==> config.mk <==
export PLATFORM = sky130hd
export DESIGN_NAME = if_id_queue
export DESIGN_NICKNAME = d
export VERILOG_FILES = /design/src/rtl/riscv_pkg.sv /design/src/rtl/if_id_queue.sv
export SDC_FILE = /design/constraint.sdc
export NUM_CORES = 1
export LEC_CHECK = 0
export ABC_CLOCK_PERIOD_IN_PS = 10100
export BUFFER_PORTS_ARGS = -buffer_cell sky130_fd_sc_hd__buf_2
export CAP_MARGIN = 0
export CORE_ASPECT_RATIO = 0.75
export CORE_MARGIN = 2
export CORE_UTILIZATION = 60
export CTS_CLUSTER_DIAMETER = 30
export DETAILED_ROUTE_END_ITERATION = 8
export PLACE_DENSITY = 0.93
export SLEW_MARGIN = 20
export SYNTH_ARGS = -nofsm -noshare
export SYNTH_HDL_FRONTEND = slang
export SYNTH_SLANG_ARGS = --single-unit
==> constraint.sdc <==
create_clock -name clk -period 10.1 [get_ports clk]
set_input_delay 1.515 -clock clk [delete_from_list [all_inputs] [get_ports clk]]
set_output_delay 1.515 -clock clk [all_outputs]
set_load 0.005 [all_outputs]
==> src/rtl/riscv_pkg.sv <==
// Shared RISC-V core constants and types.
// Default datapath widths and the canonical NOP encoding.
package riscv_pkg;

  localparam int unsigned XLEN_DEF = 32;
  localparam int unsigned ILEN_DEF = 32;

  // addi x0, x0, 0
  localparam logic [31:0] NOP_INS = 32'h0000_0013;

  typedef struct packed {
    logic [ILEN_DEF-1:0] ins;
    logic [XLEN_DEF-1:0] pc;
    logic [XLEN_DEF-1:0] pc_plus_4;
  } if_id_t;

  function automatic logic is_pow2(input int unsigned n);
    return (n >= 2) && ((n & (n - 1)) == 0);
  endfunction

endpackage

==> src/rtl/if_id_queue.sv <==
// IF/ID decoupling queue between fetch and decode.
// Registered-state handshakes; flush drops every queued entry.
module if_id_queue
  import riscv_pkg::*;
#(
  parameter int unsigned XLEN  = XLEN_DEF,
  parameter int unsigned ILEN  = ILEN_DEF,
  parameter int unsigned DEPTH = 4
) (
  input  logic                       clk,
  input  logic                       rst,
  input  logic                       if_valid_in,
  output logic                       if_ready_out,
  input  logic [ILEN-1:0]            if_ins_in,
  input  logic [XLEN-1:0]            if_pc_in,
  input  logic [XLEN-1:0]            if_pc_plus_4_in,
  output logic                       id_valid_out,
  input  logic                       id_ready_in,
  output logic [ILEN-1:0]            id_ins_out,
  output logic [XLEN-1:0]            id_pc_out,
  output logic [XLEN-1:0]            id_pc_plus_4_out,
  input  logic                       flush_in,
  output logic [$clog2(DEPTH):0]     count_out
);

  localparam int unsigned PW = $clog2(DEPTH);
  localparam int unsigned CW = PW + 1;
  localparam int unsigned EW = ILEN + 2 * XLEN;
  localparam logic [CW-1:0] FULL = CW'(DEPTH);

  logic [EW-1:0] mem_q [DEPTH];

  logic [PW-1:0] wr_ptr_q, wr_ptr_d;
  logic [PW-1:0] rd_ptr_q, rd_ptr_d;
  logic [CW-1:0] count_q, count_d;

  logic          push;
  logic          pop;
  logic [EW-1:0] head;

  assign if_ready_out = (count_q < FULL);
  assign id_valid_out = (count_q != '0);
  assign count_out    = count_q;

  // Handshakes are qualified by flush so a redirect drops the beat.
  assign push = if_valid_in & if_ready_out & ~flush_in;
  assign pop  = id_valid_out & id_ready_in & ~flush_in;

  always_comb begin
    wr_ptr_d = wr_ptr_q;
    rd_ptr_d = rd_ptr_q;
    count_d  = count_q;
    if (flush_in) begin
      wr_ptr_d = '0;
      rd_ptr_d = '0;
      count_d  = '0;
    end else begin
      if (push) wr_ptr_d = wr_ptr_q + PW'(1);
      if (pop)  rd_ptr_d = rd_ptr_q + PW'(1);
      unique case ({push, pop})
        2'b10:   count_d = count_q + CW'(1);
        2'b01:   count_d = count_q - CW'(1);
        default: count_d = count_q;
      endcase
    end
  end

  always_ff @(posedge clk) begin
    if (!rst) begin
      wr_ptr_q <= '0;
      rd_ptr_q <= '0;
      count_q  <= '0;
    end else begin
      wr_ptr_q <= wr_ptr_d;
      rd_ptr_q <= rd_ptr_d;
      count_q  <= count_d;
    end
  end

  // Storage carries no reset; only the control state above does.
  always_ff @(posedge clk) begin
    if (rst && push) begin
      mem_q[wr_ptr_q] <= {if_ins_in, if_pc_in, if_pc_plus_4_in};
    end
  end

  assign head = mem_q[rd_ptr_q];

  always_comb begin
    id_ins_out       = ILEN'(NOP_INS);
    id_pc_out        = '0;
    id_pc_plus_4_out = '0;
    if (id_valid_out) begin
      id_ins_out       = head[EW-1 -: ILEN];
      id_pc_out        = head[2*XLEN-1 -: XLEN];
      id_pc_plus_4_out = head[XLEN-1:0];
    end
  end

endmodule

==> results.toml, run 1 <==
[place]
dp.final_hpwl_um = 17060
place.port_buffers = 201
place.detailed.instances = 1170
gpl.final_weighted_congestion = 0.7423
place_ws_ns = 5.461

[pwr]
power_density_mw_per_mm2 = 207.8
ir_worst_vdd_v = 0.0001696
power.static_leakage_nw = 6.155

[drt]
drt_pass1_iterations = 4
drc_errors = 0
vias_per_cell = 5.726
drt-wirelength-per-cell_um = 23.43
route.vias.total = 7306
totalWireLength_um = 29890
antenna_left = 0
first_iter_violations = 692

[sta]
maxSlewViolCount = 0
setup_viol = 0
final_min_period_over_clock_period_pct = 50.45
grt_setup_unrepaired = "false"
fin_tns_setup_ns = 0
fin_worst_skew_ns = 0.02399
timing_worst_slew_pin_value_ns = 1.150
timing.final.hold_violations = 0
fmaxAchievable_mhz = 196.2
fin_crit_ns = 5.096
layout_setup_ws_ns = 5.004
slew_headroom_pct = 23.31

[floorplan]
num_rows = 49
initial_core_util_pct = 61.74
die_width_um = 186.3
fp.dieArea_mm2 = 0.02621
placeableCoreArea_mm2 = 0.02422
fp.dieH_um = 140.7
floorplan.io_pins = 202

[global_route]
grt-ovfl-total = 0
grt_pass1_wl_um = 45470
number_of_antenna_violations_at_the_first_check_in_global_routing = 8
grt_max_degree = 79
first_global_vias = 7817
grt_usage_pct = 23.50

[synth]
yosys.area.top_type = "edfxtp_1"
netlist_top_cells_area = "edfxtp_1 (77%), mux4_2 (14%), nor2b_1 (3.9%)"
ys_seq_area_share_pct = 78.33
postSynthCellCount = 662
register_bit_count_reported_by_yosys = 393
yosys_warnings = 0
mappedNetlistArea_mm2 = 0.01495
yosys.area.top_type_share_pct = 77.13
synth.distinct_cells = 24
syn_area_per_cell_um2 = 22.58
synth_fp_nets = 769

[finish]
layout.area.seq_mm2 = 0.01172
nets = 1001
utilization_pct = 74.78
fillerInstances = 1297
multi_input_combinational_cell_area_mm2 = 0.003042
syn2layout_area_growth_pct = 21.13
post_route_cells_drive_above_1_share_pct = 42.92
fin_cells = 1276

[cts]
clkSinkCount = 393
cts_hold_repair.buffers = 0
cts-htree-levels = 2
cts.repair_timing.setup_buffer_count = 0
tritoncts_clock_tree = "done"
cts.repair.resized = 0
cts_buffers = 53
clock_tree.root_cell = "clkbuf_16"
clkLatencyLatePin_ns = 0.55
path_clk_slew_ns = 0.06
cts_max_path_buffers = 3

[flow_run]
number_of_max_cap_violations = 0

[setup_path]
classification_of_the_worst_setup_path = "register to primary output"
kind_of_start_point_of_the_critical_path = "register"
max_stage_delay_ns = 0.71
crit_family = "buffers and inverters"
critical_path_cell_by_cell = "buf_4 > buf_4 > mux4_2 > nor2b_1 > buf_2"
critical_path.n_buffers_inverters = 3
crit_fanout = 38
max_stage_delay_cell_worst_path = "buf_4"
required_ns = 8.59
critical_path.most_common_cell = "buf_4"
critical_path_arrival_ns = 3.58
worstSetupEndpointType = "primary output"

[min_path]
worst_min_delay_path_category = "register to register"

[run_status]
status = "complete, no violations"
==> cell usage in the layout (no fill, tap or decap), types with 3 or more instances in the layout <==
| master | n |
|---|---|
| clkinv_4 | 3 |
| buf_6 | 3 |
| buf_2 | 201 |
| a21oi_1 | 3 |
| clkinv_2 | 7 |
| diode_2 | 6 |
| inv_6 | 11 |
| clkinvlp_4 | 6 |
| buf_4 | 6 |
| dfxtp_1 | 7 |
| clkbuf_1 | 4 |
| xor2_1 | 3 |
| ha_1 | 5 |
| or2_1 | 3 |
| bufinv_16 | 5 |
| edfxtp_1 | 384 |
| nor2b_1 | 93 |
| clkbuf_16 | 55 |
| mux4_2 | 96 |
| clkinv_1 | 6 |
| inv_1 | 8 |
| and2_4 | 4 |
| nor2_1 | 8 |
==> worst paths after layout <==
| path | startpoint | to | slack [ns] | cells after the start |
|---|---|---|---|---|
| worst max-delay path | register | id_pc_out[4] | 5.00 | 5 |
| worst min-delay path | rd_ptr_q[1]$_SDFFE_PP0P_ | register | 0.51 | 2 |
| worst max register to register | count_out[2]$_SDFFE_PP0P_ | mem_q[1][49]$_DFFE_PP_ | 7.41 | 3 |
| worst min register to register | rd_ptr_q[1]$_SDFFE_PP0P_ | register | 0.51 | 2 |
==> final cells by class <==
class | instances | share of cell area [%]
flip-flops and latches | 393 | 64.71
clock inverters | 41 | 2.287
inverters | 8 | 0.1658
multi-input cells | 228 | 16.80
diodes | 6 | 0.08291
repair buffers | 210 | 5.990
clock buffers | 59 | 7.683
well taps | 331 | 2.287
==> sequential cells by signal, indices dropped and copies added (netlist names), named ones only <==
signal / flops
count_out: 3
mem_q: 384
rd_ptr_q: 2
wr_ptr_q: 2
==> report_power, final <==
group	switching [mW]	leakage, nW	internal, mW	total, mW
logic	0.0576	1.74	0.0464	0.104
registers	0.00526	3.54	1.81	1.81
clock network	0.708	0.872	1.14	1.85
total	0.771	6.15	2.99	3.76
==> synth_stat cells, drive strengths merged <==
cell type,number
clkbuf,15
nand2,1
ha,5
o31ai,1
nor3,1
dfxtp,9
o21ai,2
or3,2
or2,3
nor2b,93
mux4,96
buf,18
nor2,8
xor2,3
edfxtp,384
fa,1
and2,4
nor3b,2
mux2i,1
a21oi,3
nand2b,1
xnor2,1
inv,8
==> worst reg2reg max path, cell delays in order (launching register included) <==
cell	delay, ns
dfxtp_1	0.40
nor3b_1	0.45
and2_4	0.63
buf_4	0.75
==> per-layer routing <==
metal	part of all wire (%)	track usage [%]	vias up
li1	-	-	3184
met1	40	31.68	3732
met2	49	38.07	330
met3	9.5	7.362	56
met4	1.7	5.968	4
met5	0.090	0	-
==> stage by stage <==
stage | power [mW] | cell area, um^2 | hold slack (ns)
floorplan | 1.890 | 14950 | 0.4591
CTS | 3.789 | 18080 | 0.5098
detailed placement | 1.948 | 16280 | 0.4993
finish | 3.763 | 18110 | 0.5092
global route | 3.866 | 18100 | 0.5660
global placement | 1.941 | 16280 | 0.4633
==> cell families (layout without fill, tap and decap cells) <==
family	after synthesis	in the layout	synth area share [%]
flip-flops	393	393	78.33
other	0	6	0
AND/OR/NAND/NOR	115	115	4.745
XOR/XNOR	4	4	0.2344
multiplexers	97	97	14.53
adder cells (fa/ha/maj)	6	6	0.5524
buffers and inverters	41	318	1.389
AO/OA/AOI/OAI	6	6	0.2176
Power figures use the tool's default switching activity.
==> run 2: changes to the inputs <==
ABC_AREA = 1   (was default)
ABC_CLOCK_PERIOD_IN_PS = 4100   (was 10100)
CORE_UTILIZATION = 52   (was 60)
PLACE_DENSITY = 0.86   (was 0.93)
clock period = 4.1 ns   (was 10.1 ns; I/O delays follow)
==> run 2 against run 1 <==
  * Non-clock buffer count up 9
  * Die area up 18%
  * Sequential share of layout area down 1.9 points
  * Global-route usage down 1.3 points
  * Register-to-register slack worse by 5.5 ns
  * Clock power rose to 2.7 times the previous value
  * Setup slack worse by 4.3 ns
  * Clock skew down 0.0091 ns
  * Synthesized cell count up 82%
  * Design area up 3.0%
  * Critical path depth up 1
  * Clock-buffer cell count up 5
  * Critical endpoint is now id_ins_out[29]
==> results.toml, run 2 <==
[finish]
largest_reg_flops = 384
utilization_pct = 64.19
nets = 1514
layout.cells.most_common = "edfxtp_1"
syn2layout_area_growth_pct = 21.51
post_route_cells_drive_above_1_share_pct = 22.23
registers.top_by_ff_count = "mem_q"
final_cell_mix = "edfxtp_1 (384), nor2_1 (379), buf_2 (201), o21ai_0 (166), a21oi_1 (104)"

[setup_path]
worstRegToRegCells = 4
reg2reg_setup_slack_ns = 1.90
worstSetupEndpointType = "primary output"
max_stage_delay_cell_worst_path = "clkinv_2"
max_stage_delay_ns = 0.53
classification_of_the_worst_setup_path = "register to primary output"
crit_fanout = 44
critical_path_arrival_ns = 2.76
critical_path_cell_by_cell = "nor2_1 > nand2_2 > clkinv_2 > buf_4 > a21oi_1 > buf_2"
required_ns = 3.48
kind_of_start_point_of_the_critical_path = "register"
r2r-end = "mem_q[0][28]$_DFFE_PP_"
worst_r2r_startpoint = "count_out[2]$_SDFFE_PP0P_"

[sta]
fin_crit_ns = 3.378
timing.final.hold_violations = 0
timing_worst_slew_pin_value_ns = 0.9085
maxSlewViolCount = 0
fin_worst_skew_ns = 0.01488
setup_viol = 0
grt_setup_unrepaired = "false"
slew_headroom_pct = 39.43
fmaxAchievable_mhz = 296.0
final_min_period_over_clock_period_pct = 82.40

[pwr]
swShare_pct = 20.28
switchingPower_mw = 1.992
intPower_mw = 7.831
comb_power_share_pct = 3.2
power.share.sequential_pct = 45.5
power.static_leakage_nw = 6.846
power.total_mw = 9.823
ir_worst_vdd_v = 0.0003779
power_density_mw_per_mm2 = 526.8
power.share.clock_pct = 51.4

[cts]
path_clk_slew_ns = 0.05
cts.repair_timing.setup_buffer_count = 0
clkSinkCount = 393
cts_max_path_buffers = 3
cts_buffers = 57
cts.repair.resized = 0
clkLatencyLatePin_ns = 0.57
clock_tree.root_cell = "clkbuf_16"
tritoncts_clock_tree = "done"
cts-htree-levels = 2
cts_hold_repair.buffers = 0

[drt]
drt-wirelength-per-cell_um = 18.84
antenna_left = 0
first_iter_violations = 1081
totalWireLength_um = 34810
drt_pass1_iterations = 5
drc_errors = 0
route.vias.total = 10107
vias_per_cell = 5.469

[synth]
yosys_warnings = 0
netlist_top_cells_area = "edfxtp_1 (75%), nor2_1 (9.4%), o21ai_0 (5.4%)"
register_bit_count_reported_by_yosys = 393
ys_seq_area_share_pct = 76.31
yosys.area.top_type = "edfxtp_1"
synth_fp_nets = 1309
most_numerous_cell_in_the_yosys_netlist = "edfxtp_1"
synth_edf_count = 384
synth.distinct_cells = 19
yosys.area.top_type_share_pct = 75.13
postSynthCellCount = 1202
synth.cells.most_frequent = "edfxtp_1 (384), nor2_1 (383), o21ai_0 (166)"
mappedNetlistArea_mm2 = 0.01535
syn_area_per_cell_um2 = 12.77
async_reset_ff_share_pct = 0
dominantRegCellSynth = "edfxtp_1"

[min_path]
hold_path.startpoint = "if_pc_plus_4_in[2]"
hold_path_depth = 1
worst_min_delay_path_category = "input port to register"
min_to = "mem_q[3][2]$_DFFE_PP_"

[global_route]
grt_pass1_wl_um = 53450
grt-ovfl-total = 0
first_global_vias = 9865
grt_usage_pct = 22.22
grt_max_degree = 193
number_of_antenna_violations_at_the_first_check_in_global_routing = 7

[run_status]
status = "complete, no violations"

[floorplan]
fp.dieArea_mm2 = 0.03092
fp.dieH_um = 152.8
initial_core_util_pct = 52.83
placeableCoreArea_mm2 = 0.02905
floorplan.io_pins = 202
die_width_um = 202.4
num_rows = 54

[place]
place.port_buffers = 201
gpl.final_weighted_congestion = 0.8122
dp.final_hpwl_um = 19660

[flow_run]
number_of_max_cap_violations = 0
[run 2: per-layer routing]
layer  track usage, %  up-vias  routed length [um]
met5                0        -                  28
met4            7.056        4                 636
met3            5.432       67                3511
met2            34.80      562               16260
met1            31.01     4784               14370
li1                 -     4690                   -
[run 2: stage by stage]
| step | hold WS [ns] | setup WS (ns) | TNS (ns) | cells | instance area [um^2] |
|---|---|---|---|---|---|
| 2_1_floorplan | 0.4609 | -1.313 | -504.29 | 1202 | 15350 |
| 3_3_place_gp | 0.4712 | 1.409 | 0 | 1740 | 16630 |
| 3_5_place_dp | 0.4783 | 1.361 | 0 | 1740 | 16630 |
| 4_1_cts | 0.2290 | 0.7323 | 0 | 1845 | 18640 |
| 5_1_grt | 0.2376 | 0.5868 | 0 | 1846 | 18640 |
| 6_report | 0.2621 | 0.7216 | 0 | 1848 | 18650 |
[run 2: layout make-up]
type	count	area [um^2]
timing repair buffer	219	1179
sequential	393	11720
clock buffer	64	1495
clock inverter	41	518.0
fill	2039	10410
tap	392	490.5
multi-input combinational	715	3156
antenna	3	7.507
inverter	21	83.83
[run 2: critical path, delay by kind of cell, from the launching register on]
family / cells / cell delay, ns
buf+inv: 3 / 1.24
flops: 1 / 0.37
compound gates: 1 / 0.34
simple gates: 2 / 0.24
[run 2: power groups by stage]
stage	registers (mW)	clock network (mW)	logic (mW)
after detailed placement	4.55	0	0.307
after global placement	4.54	0	0.294
after global routing	4.47	5.31	0.340
after floorplan	4.55	0	0.126
final	4.47	5.05	0.311
after CTS	4.46	5.11	0.310
[run 2: kinds of logic after synthesis]
| logic type | share of synthesized area [%] |
|---|---|
| adders and majority gates | 0.5381 |
| AOI/OAI and AO/OA | 9.685 |
| and+or+nand+nor | 10.14 |
| DFF | 76.31 |
| buffers and inverters | 3.326 |
[run 2: how the worst max path moves through the flow]
stage	from	to	slack, ns	depth (start not counted)
after floorplan	flush_in	mem_q[0][0]$_DFFE_PP_	-1.31	3
after global placement	count_out[0]$_SDFFE_PP0P_	id_pc_out[19]	1.41	6
after detailed placement	count_out[0]$_SDFFE_PP0P_	id_ins_out[29]	1.36	6
after CTS	count_out[0]$_SDFFE_PP0P_	id_pc_out[19]	0.73	6
after global routing	count_out[2]$_SDFFE_PP0P_	id_ins_out[29]	0.59	6
final	count_out[0]$_SDFFE_PP0P_	id_ins_out[29]	0.72	6
==> run 3: changes to the inputs <==
ABC_CLOCK_PERIOD_IN_PS = 3290   (was 4100)
CORE_UTILIZATION = 57   (was 52)
PLACE_DENSITY = 0.89   (was 0.86)
clock period = 3.29 ns   (was 4.1 ns; I/O delays follow)
==> run 3 against run 2 <==
  * Combinational power grew 25%
  * Cell count down 2.3%
  * Global-route usage up 2.5 points
  * Clock-buffer cell count down 7
  * Sequential share of layout area grew 0.36 points
  * Critical path depth did not move
  * Hold slack got worse by 0.12 ns
  * Register-to-register slack got worse by 0.71 ns
  * Via count increased by 0.92%
  * Setup slack got worse by 0.46 ns
  * Clock power increased by 17%
  * Routed wire length grew 0.51%
==> results.toml, run 3 (synthesis gave the netlist of run 2 again) <==
[drt]
vias_per_cell = 5.648
route.vias.total = 10200
first_iter_violations = 936
drt_pass1_iterations = 5
totalWireLength_um = 34990
antenna_left = 0
drc_errors = 0
drt-wirelength-per-cell_um = 19.37

[setup_path]
worst_r2r_startpoint = "count_out[2]$_SDFFE_PP0P_"
required_ns = 2.80
worstRegToRegCells = 4
kind_of_start_point_of_the_critical_path = "register"
crit_path_end = "id_pc_plus_4_out[23]"
reg2reg_setup_slack_ns = 1.19
crit_family = "buffers and inverters"
max_stage_delay_cell_worst_path = "buf_12"
max_stage_delay_ns = 0.45
worstSetupEndpointType = "primary output"
path_depth = 6
critical_path_arrival_ns = 2.54
classification_of_the_worst_setup_path = "register to primary output"
r2r-end = "mem_q[2][39]$_DFFE_PP_"
critical_path_cell_by_cell = "buf_12 > nor2_1 > nor2_1 > o21ai_1 > a21oi_1 > buf_2"
critical_path.most_common_cell = "nor2_1"
crit_fanout = 192
critical_path.n_buffers_inverters = 2

[pwr]
ir_worst_vdd_v = 0.0004978
power_density_mw_per_mm2 = 639.2
power.static_leakage_nw = 6.820

[cts]
clock_tree.root_cell = "clkbuf_16"
cts.repair.resized = 0
cts_hold_repair.buffers = 0
tritoncts_clock_tree = "done"
cts.repair_timing.setup_buffer_count = 0
cts_max_path_buffers = 3
path_clk_slew_ns = 0.05
cts-htree-levels = 2
clkLatencyLatePin_ns = 0.56
clkSinkCount = 393
cts_buffers = 55

[floorplan]
die_width_um = 193.5
initial_core_util_pct = 58.52
fp.dieH_um = 146.1
floorplan.io_pins = 202
num_rows = 51
placeableCoreArea_mm2 = 0.02623
fp.dieArea_mm2 = 0.02827

[place]
place.detailed.instances = 1694
gpl.final_weighted_congestion = 0.7470
place.port_buffers = 201
dp.final_hpwl_um = 18530

[sta]
setup_viol = 0
maxSlewViolCount = 0
timing.final.hold_violations = 0
final_min_period_over_clock_period_pct = 92.12
slew_headroom_pct = 28.89
timing_worst_slew_pin_value_ns = 1.067
fin_crit_ns = 3.031
fmaxAchievable_mhz = 330.0
fin_worst_skew_ns = 0.01371
grt_setup_unrepaired = "false"

[finish]
registers.top_by_ff_count = "mem_q"
layout.area.seq_mm2 = 0.01172
final_cell_mix = "edfxtp_1 (384), nor2_1 (379), buf_2 (201), o21ai_0 (166), a21oi_1 (104)"
fin_cells = 1806
multi_input_combinational_cell_area_mm2 = 0.003156
layout.cells.most_common = "edfxtp_1"
fillerInstances = 1638
utilization_pct = 70.70
largest_reg_flops = 384
nets = 1514
post_route_cells_drive_above_1_share_pct = 22.83
syn2layout_area_growth_pct = 20.81

[global_route]
first_global_vias = 10370
number_of_antenna_violations_at_the_first_check_in_global_routing = 4
grt_pass1_wl_um = 54820
grt-ovfl-total = 0
grt_max_degree = 193
grt_usage_pct = 24.71

[flow_run]
number_of_max_cap_violations = 0

[min_path]
worst_min_delay_path_category = "input port to register"

[run_status]
status = "complete, no violations"
run 3: worst min-delay path by stage:
stage | slack (ns) | startpoint | cells after the start | endpoint
3_5_place_dp | 0.49 | count_out[0]$_SDFFE_PP0P_ | 1 | count_out[0]$_SDFFE_PP0P_
4_1_cts | 0.12 | if_pc_plus_4_in[14] | 1 | mem_q[1][14]$_DFFE_PP_
3_3_place_gp | 0.47 | count_out[0]$_SDFFE_PP0P_ | 1 | count_out[0]$_SDFFE_PP0P_
6_report | 0.14 | if_pc_plus_4_in[7] | 1 | mem_q[3][7]$_DFFE_PP_
2_1_floorplan | 0.46 | rd_ptr_q[1]$_SDFFE_PP0P_ | 2 | register
5_1_grt | 0.12 | if_ins_in[20] | 1 | mem_q[3][84]$_DFFE_PP_
run 3: per-stage QoR:
stage               cell area, um^2  hold slack (ns)  TNS (ns)  setup WS [ns]  total power [mW]
floorplan                     15360           0.4609   -179.27        -0.4668             5.828
global placement              16620           0.4727         0         0.9782             6.023
detailed placement            16620           0.4862         0         0.9307             6.046
CTS                           18520           0.1155         0         0.3169             11.93
global route                  18520           0.1210         0         0.2015             12.20
finish                        18540           0.1408         0         0.2594             11.85
run 3: per-layer routing:
| metal | vias to the layer above | GRT usage (%) | part of all wire (%) | wire length (um) |
|---|---|---|---|---|
| met5 | - | 0 | 0.080 | 28 |
| met4 | 4 | 7.290 | 1.8 | 630 |
| met3 | 71 | 6.145 | 9.1 | 3194 |
| met2 | 494 | 41.68 | 50 | 17350 |
| met1 | 4925 | 32.09 | 39 | 13780 |
| li1 | 4706 | - | - | - |
run 3: where the power goes:
part	internal, mW	total (mW)	switching (mW)
clock network	3.54	5.90	2.36
registers	5.55	5.56	0.0139
logic	0.133	0.388	0.255
run 3: layout make-up:
class,instances,area share [%]
Antenna cell,8,0.1080
Timing Repair Buffer,221,6.640
Inverter,21,0.4521
Multi-Input combinational cell,715,17.02
Tap cell,344,2.321
Clock inverter,47,2.679
Clock buffer,57,7.578
Sequential cell,393,63.20
